===== config.mk =====
export PLATFORM = sky130hd
export DESIGN_NAME = router_fsm
export DESIGN_NICKNAME = d
export VERILOG_FILES = /design/src/rtl/router_pkg.sv /design/src/rtl/router_fsm_port_sel.sv /design/src/rtl/router_fsm.sv
export SDC_FILE = /design/constraint.sdc
export NUM_CORES = 1
export LEC_CHECK = 0
export ABC_AREA = 1
export CORE_AREA = 10 10 47 49
export DETAILED_ROUTE_END_ITERATION = 8
export DIE_AREA = 0 0 57 59
export GPL_TIMING_DRIVEN = 0
export PLACE_DENSITY = 0.81
export SLEW_MARGIN = 20
export SYNTH_ARGS = -nofsm -noshare
export SYNTH_HDL_FRONTEND = slang
export SYNTH_SLANG_ARGS = --single-unit

===== constraint.sdc =====
create_clock -name clk -period 3.3 [get_ports clk]
set_input_delay 0.66 -clock clk [delete_from_list [all_inputs] [get_ports clk]]
set_output_delay 0.66 -clock clk [all_outputs]
set_load 0.02 [all_outputs]

===== src/rtl/router_pkg.sv =====
// Shared definitions for the 1x3 router packet controller: state encoding
// and destination address constants.
// Optional feature macro: ROUTER_FSM_ADDR3_DROP_EN adds the DROP_PACKET state.
package router_pkg;

  typedef enum logic [3:0] {
    DECODE_ADDRESS     = 4'd0,
    WAIT_TILL_EMPTY    = 4'd1,
    LOAD_FIRST_DATA    = 4'd2,
    LOAD_DATA          = 4'd3,
    FIFO_FULL_STATE    = 4'd4,
    LOAD_AFTER_FULL    = 4'd5,
    LOAD_PARITY        = 4'd6,
`ifdef ROUTER_FSM_ADDR3_DROP_EN
    CHECK_PARITY_ERROR = 4'd7,
    DROP_PACKET        = 4'd8
`else
    CHECK_PARITY_ERROR = 4'd7
`endif
  } state_t;

  localparam logic [1:0] ADDR_0       = 2'd0;
  localparam logic [1:0] ADDR_1       = 2'd1;
  localparam logic [1:0] ADDR_2       = 2'd2;
  localparam logic [1:0] ADDR_INVALID = 2'd3;

endpackage


===== src/rtl/router_fsm_port_sel.sv =====
// Selects the empty flag and soft-reset of the destination FIFO addressed
// by sel. The invalid address selects nothing (not empty, no soft reset).
module router_fsm_port_sel
  import router_pkg::*;
(
  input  logic [1:0] sel,
  input  logic       fifo_empty_0,
  input  logic       fifo_empty_1,
  input  logic       fifo_empty_2,
  input  logic       soft_reset_0,
  input  logic       soft_reset_1,
  input  logic       soft_reset_2,
  output logic       target_empty,
  output logic       target_soft_reset
);

  // Per-destination flag mux.
  always_comb begin
    target_empty      = 1'b0;
    target_soft_reset = 1'b0;
    case (sel)
      ADDR_0: begin
        target_empty      = fifo_empty_0;
        target_soft_reset = soft_reset_0;
      end
      ADDR_1: begin
        target_empty      = fifo_empty_1;
        target_soft_reset = soft_reset_1;
      end
      ADDR_2: begin
        target_empty      = fifo_empty_2;
        target_soft_reset = soft_reset_2;
      end
      default: begin
        target_empty      = 1'b0;
        target_soft_reset = 1'b0;
      end
    endcase
  end

endmodule


===== src/rtl/router_fsm.sv =====
// Packet-level controller of the 1x3 router: decodes the header address,
// waits for the target FIFO to drain, sequences header/payload/parity loads
// and decodes the Moore control strobes from the registered state.
// Optional feature macro: ROUTER_FSM_ADDR3_DROP_EN (silently drop packets
// addressed to 3 instead of idling in DECODE_ADDRESS).
module router_fsm
  import router_pkg::*;
(
  input  logic       clk,
  input  logic       resetn,
  input  logic       pkt_valid,
  input  logic [1:0] data_in,
  input  logic       fifo_full,
  input  logic       fifo_empty_0,
  input  logic       fifo_empty_1,
  input  logic       fifo_empty_2,
  input  logic       soft_reset_0,
  input  logic       soft_reset_1,
  input  logic       soft_reset_2,
  input  logic       parity_done,
  input  logic       low_pkt_valid,
  output logic       busy,
  output logic       detect_add,
  output logic       lfd_state,
  output logic       ld_state,
  output logic       laf_state,
  output logic       full_state,
  output logic       write_enb_reg,
  output logic       rst_int_reg
);

  state_t     state;
  state_t     next_state;
  logic [1:0] addr_q;
  logic [1:0] sel;
  logic       target_empty;
  logic       target_soft_reset;

  // While decoding, the header is still on data_in and the latch is stale,
  // so the empty check must look at the live address.
  assign sel = (state == DECODE_ADDRESS) ? data_in : addr_q;

  router_fsm_port_sel u_port_sel (
    .sel               (sel),
    .fifo_empty_0      (fifo_empty_0),
    .fifo_empty_1      (fifo_empty_1),
    .fifo_empty_2      (fifo_empty_2),
    .soft_reset_0      (soft_reset_0),
    .soft_reset_1      (soft_reset_1),
    .soft_reset_2      (soft_reset_2),
    .target_empty      (target_empty),
    .target_soft_reset (target_soft_reset)
  );

  // State register.
  always_ff @(posedge clk) begin
    if (!resetn) state <= DECODE_ADDRESS;
    else         state <= next_state;
  end

  // Target address latch: captured as the header is accepted, held until DA.
  always_ff @(posedge clk) begin
    if (!resetn)                                  addr_q <= ADDR_0;
    else if (state == DECODE_ADDRESS && pkt_valid) addr_q <= data_in;
  end

  // Next-state logic; a target soft reset outside DA overrides everything.
  always_comb begin
    next_state = state;
    if (target_soft_reset && state != DECODE_ADDRESS) begin
      next_state = DECODE_ADDRESS;
    end else begin
      case (state)
        DECODE_ADDRESS: begin
          if (pkt_valid) begin
            if (data_in != ADDR_INVALID)
              next_state = target_empty ? LOAD_FIRST_DATA : WAIT_TILL_EMPTY;
`ifdef ROUTER_FSM_ADDR3_DROP_EN
            else
              next_state = DROP_PACKET;
`endif
          end
        end
        WAIT_TILL_EMPTY:  if (target_empty) next_state = LOAD_FIRST_DATA;
        LOAD_FIRST_DATA:  next_state = LOAD_DATA;
        LOAD_DATA: begin
          if (fifo_full)       next_state = FIFO_FULL_STATE;
          else if (!pkt_valid) next_state = LOAD_PARITY;
        end
        FIFO_FULL_STATE:  if (!fifo_full) next_state = LOAD_AFTER_FULL;
        LOAD_AFTER_FULL: begin
          if (parity_done)        next_state = DECODE_ADDRESS;
          else if (low_pkt_valid) next_state = LOAD_PARITY;
          else                    next_state = LOAD_DATA;
        end
        LOAD_PARITY:        next_state = CHECK_PARITY_ERROR;
        CHECK_PARITY_ERROR: next_state = fifo_full ? FIFO_FULL_STATE : DECODE_ADDRESS;
`ifdef ROUTER_FSM_ADDR3_DROP_EN
        DROP_PACKET:        if (!pkt_valid) next_state = DECODE_ADDRESS;
`endif
        default:            next_state = DECODE_ADDRESS;
      endcase
    end
  end

  // Moore output decode from the registered state.
  always_comb begin
    busy          = 1'b0;
    detect_add    = 1'b0;
    lfd_state     = 1'b0;
    ld_state      = 1'b0;
    laf_state     = 1'b0;
    full_state    = 1'b0;
    write_enb_reg = 1'b0;
    rst_int_reg   = 1'b0;
    case (state)
      DECODE_ADDRESS:  detect_add = 1'b1;
      WAIT_TILL_EMPTY: busy = 1'b1;
      LOAD_FIRST_DATA: begin
        busy          = 1'b1;
        lfd_state     = 1'b1;
        write_enb_reg = 1'b1;
      end
      LOAD_DATA: begin
        ld_state      = 1'b1;
        write_enb_reg = 1'b1;
      end
      FIFO_FULL_STATE: begin
        busy       = 1'b1;
        full_state = 1'b1;
      end
      LOAD_AFTER_FULL: begin
        busy          = 1'b1;
        laf_state     = 1'b1;
        write_enb_reg = 1'b1;
      end
      LOAD_PARITY: begin
        busy          = 1'b1;
        write_enb_reg = 1'b1;
      end
      CHECK_PARITY_ERROR: begin
        busy        = 1'b1;
        rst_int_reg = 1'b1;
      end
      default: begin
        busy = 1'b0;
      end
    endcase
  end

endmodule


Word level (Yosys, flattened, before mapping)
Index checks and enable logic that the tools add are counted.

storage, ports and cells
  register bits after elaboration = 6
  latch bits = 0
  memory bits (writable) = 0
  ROM bits = 0
  input port bits = 14
  output and inout bits = 8
  word-level logic and storage cells = 49
  memories = 0

cells by class
  add/sub/neg operators = 0
  multiply operators = 0
  divide/modulo/power cells = 0
  $lt $le $gt $ge = 0
  eq/ne operators = 15
  shift-type cells = 0
  mux-type cells = 22
  bitwise gates (word level) = 1
  reductions and logical operators = 9

operators with widths
  kind                  number
  $pmux W4 S8           1
  $mux W4               6
  $eq A4 B3 Y1 const B  4
  $mux W3               3
  $eq A4 B2 Y1 const B  2
  $mux W1               8
  $ne A2 B2 Y1 const B  4
  $pmux W1 S3           2
  $reduce_or A6 Y1      1
  $reduce_and A5 Y1     1
  $eq A4 B1 Y1 const B  1
  $logic_not A4 Y1      1
  $mux W2               2
  $reduce_bool A4 Y1    1
  $reduce_or A4 Y1      1
  $ne A3 B3 Y1 const B  1
  $eq A2 B1 Y1 const B  1
  $eq A2 B2 Y1 const B  1
  $logic_and A1 B1 Y1   2
  $logic_not A2 Y1      1
  $ne A2 B1 Y1 const B  1
  $reduce_or A2 Y1      1
  $not A1 Y1            1

Longest topological paths before layout
  depth in word-level cells = 8
  gate-level depth with buffers = 11
  mapped depth without buffers = 11

Cells and area by module
Synthesis repeated with hierarchy kept, for this count alone.

unflattened totals
  cells, all modules = 101
  area, all modules = 620.6 um^2

by module, submodules not included
  module               times used  cells each  area an instance (um^2)  seq. area each (um^2)
  router_fsm           1           91          573.0                    100.1
  router_fsm_port_sel  1           10          47.5                     0.0

Worst setup path after synthesis
OpenSTA, ideal clock, no wires.

  path kind = register to output
  start = reg state[1]
  end = out lfd_state
  arrival = 1011 ps
  required time = 2640 ps
  slack = 1629 ps
  stages on the path, launching flop included = 5
  buffers on the path = 0
  path through = dfxtp_1 inv_1 nor2_1 inv_1 nor2_1

between the ends
  longest elaborated chain between the ends = 2

ends and longest elaborated chain
  item                    line               text
  start, declared         router_fsm.sv:32   state_t state;
  start signal, assigned  router_fsm.sv:58   else state <= next_state;
  $eq A4 B2 Y1            router_fsm.sv:116  case (state)
  $mux W1                 router_fsm.sv:116
  end, declared           router_fsm.sv:24   output logic lfd_state,

Every way passes these cells.

Worst setup path after layout
Ends and elaborated chain as after synthesis.

==> flow_metrics.tcl <==
set metrics [dict create \
    yosys_warnings 0 \
    grt_pass1_vias 605 \
    synth_area_um2 527 \
    antenna_left 0 \
    ys_ff_latch 5 \
    crit_path_end_kind "output pin" \
    via_count 597 \
    cp_data_required_time_ns 2.64 \
    cap_violations 0 \
    crit_arrival_ns 1.74 \
    cts.sinks 5 \
    ys_seq_area_share_pct 19.0 \
    drc_errors 0 \
    postCtsHoldBufs 0 \
    p_per_area_nw_per_um2 835 \
    grt_pass1_wl_um 2500 \
    track_usage_pct 9.01 \
    routed_wirelength_um 1460 \
    setup_viol 0 \
    r2r_start "state[0]$_SDFFE_PP0P_" \
    reg2reg_slack_ns 1.82 \
    synthesis.nets 98 \
    max-slew-margin-rel_pct 78.6 \
    total_power_w 0.000654 \
    first_iter_violations 6 \
    cts_buffers 3 \
    syn_avg_cell_area_um2 6.27 \
    start_util_pct 37.6 \
    grt_overflow_total 0 \
    design_area_um2 783 \
    drive_gt1_share_pct 20.2 \
    fin_util_pct 55.9 \
    start_kind "register" \
    fin_nets 124 \
    portBuffers 21 \
    status "completed" \
    rows 14 \
    p_leak_nw 0.369 \
    ctsHtreeMaxLevel 1 \
    root_buffer "clkbuf_4" \
    die-area_um2 3360 \
    hold_violations 0 \
    critPathKind "register to output pin" \
    drv_slew 0 \
    skew_ns 0.00548 \
    rsz0062_at_grt "no" \
    synthCells 84 \
    post_cts_buffers 0 \
    min_path_cells 2 \
    die_x_um 57 \
    fmax_ghz 0.416 \
    fin_crit_ns 2.40 \
    hp-class "register to register" \
    vdd.ir_drop.worst_mv 0.483 \
    wire_per_inst_um 11.7 \
    post-route-period-util_pct 72.8 \
    ios 22 \
    cts_resized 0 \
    syn2layout_area_growth_pct 48.7 \
    grt_max_degree 11 \
    cp_max_fo 4 \
    tns_ns 0 \
    r2r_cells 10 \
    diodes 0 \
    core_area_um2 1400 \
    worstMarginPinSlew_ns 0.321 \
    clkSlewWorstSetupHoldPaths_ns 0.04 \
    dpl-instance-area_um2 757 \
    ys_types 23 \
    final_common_cell "clkdlybuf4s50_1" \
    cts_tree "built" \
    vias_per_cell 4.78 \
    hpwlAfterDp_um 1180 \
    cts_buffer_depth 2 \
    drt_first_pass_iters 4 \
    r2r_end "state[0]$_SDFFE_PP0P_" \
    clkLatencyLatePin_ns 0.24 \
    final_cell_mix "clkdlybuf4s50_1 (21), nand2_1 (14), nor2_1 (12), inv_1 (11), nand3_1 (11)" \
    fp.dieH_um 59 \
    final_cells 125 \
    place_inst 121 \
    min_from "addr_q[1]$_SDFFE_PN0P_" \
    place_congestion 0.856 \
    whs_endpoint "addr_q[1]$_SDFFE_PN0P_" \
    antenna_found_initial 0 \
]
-- metal layers --
metal	vias up	track usage, %	wire length [um]
met5	-	0	0
met4	0	5.03	0
met3	0	3.22	87
met2	11	14.4	681
met1	266	10.2	695
li1	320	-	-
-- synth_stat cells (all sizes together) --
cell    number  area (um^2)
nand2       22          123
o21ai        4         20.0
nor4         1         6.26
nand4        1         12.5
nor2        15         73.8
inv         13         48.8
dfxtp        5          100
nand3       12         65.1
a21oi        4         23.8
nor3b        1         12.5
or2          1         6.26
a211oi       1         7.51
nand3b       1         7.51
nor3         3         20.0
-- worst max-delay path, cell delays in order (launching register included) --
cell and delay [ns]:
dfxtp_1 0.42, inv_1 0.12, nor2_1 0.17, inv_1 0.09
nor2_1 0.09, clkdlybuf4s50_1 0.61
-- sequential cells by signal, indices dropped and copies added (netlist names) --
name,flops
addr_q,2
state,3
-- final cells by class --
cell class | count | area [um^2]
Fill cell | 144 | 618
Tap cell | 16 | 20.0
Timing Repair Buffer | 21 | 210
Inverter | 13 | 48.8
Clock buffer | 4 | 26.3
Sequential cell | 5 | 100
Multi-Input combinational cell | 66 | 378
-- power breakdown --
group	leakage (nW)	switching (W)	internal [W]
logic	0.313	0.000284	0.000192
clock network	0.0150	0.0000237	0.0000456
registers	0.0412	0.0000286	0.0000803
-- how the worst max path moves through the flow --
| stage | cells after the start | endpoint | startpoint |
|---|---|---|---|
| global placement | 5 | lfd_state | state[1]$_SDFFE_PP0P_ |
| CTS | 5 | lfd_state | state[1]$_SDFFE_PP0P_ |
| global route | 5 | lfd_state | state[1]$_SDFFE_PP0P_ |
| floorplan | 4 | lfd_state | state[1]$_SDFFE_PP0P_ |
| detailed placement | 5 | lfd_state | state[1]$_SDFFE_PP0P_ |
| finish | 5 | lfd_state | state[1]$_SDFFE_PP0P_ |
-- stage by stage --
stage / hold WS (ns) / setup WS [ns]
6_report: 0.503 / 0.897
5_1_grt: 0.532 / 0.745
4_1_cts: 0.501 / 0.883
3_5_place_dp: 0.494 / 1.15
3_3_place_gp: 0.481 / 1.16
2_1_floorplan: 0.455 / 1.63
-- logic make-up after synthesis --
family	after synthesis	share of synthesized area (%)
and+or+nand+nor	57	62.0
buffers and inverters	13	9.26
AOI/OAI and AO/OA	9	9.74
DFF	5	19.0
(Power assumes the default switching activity.)
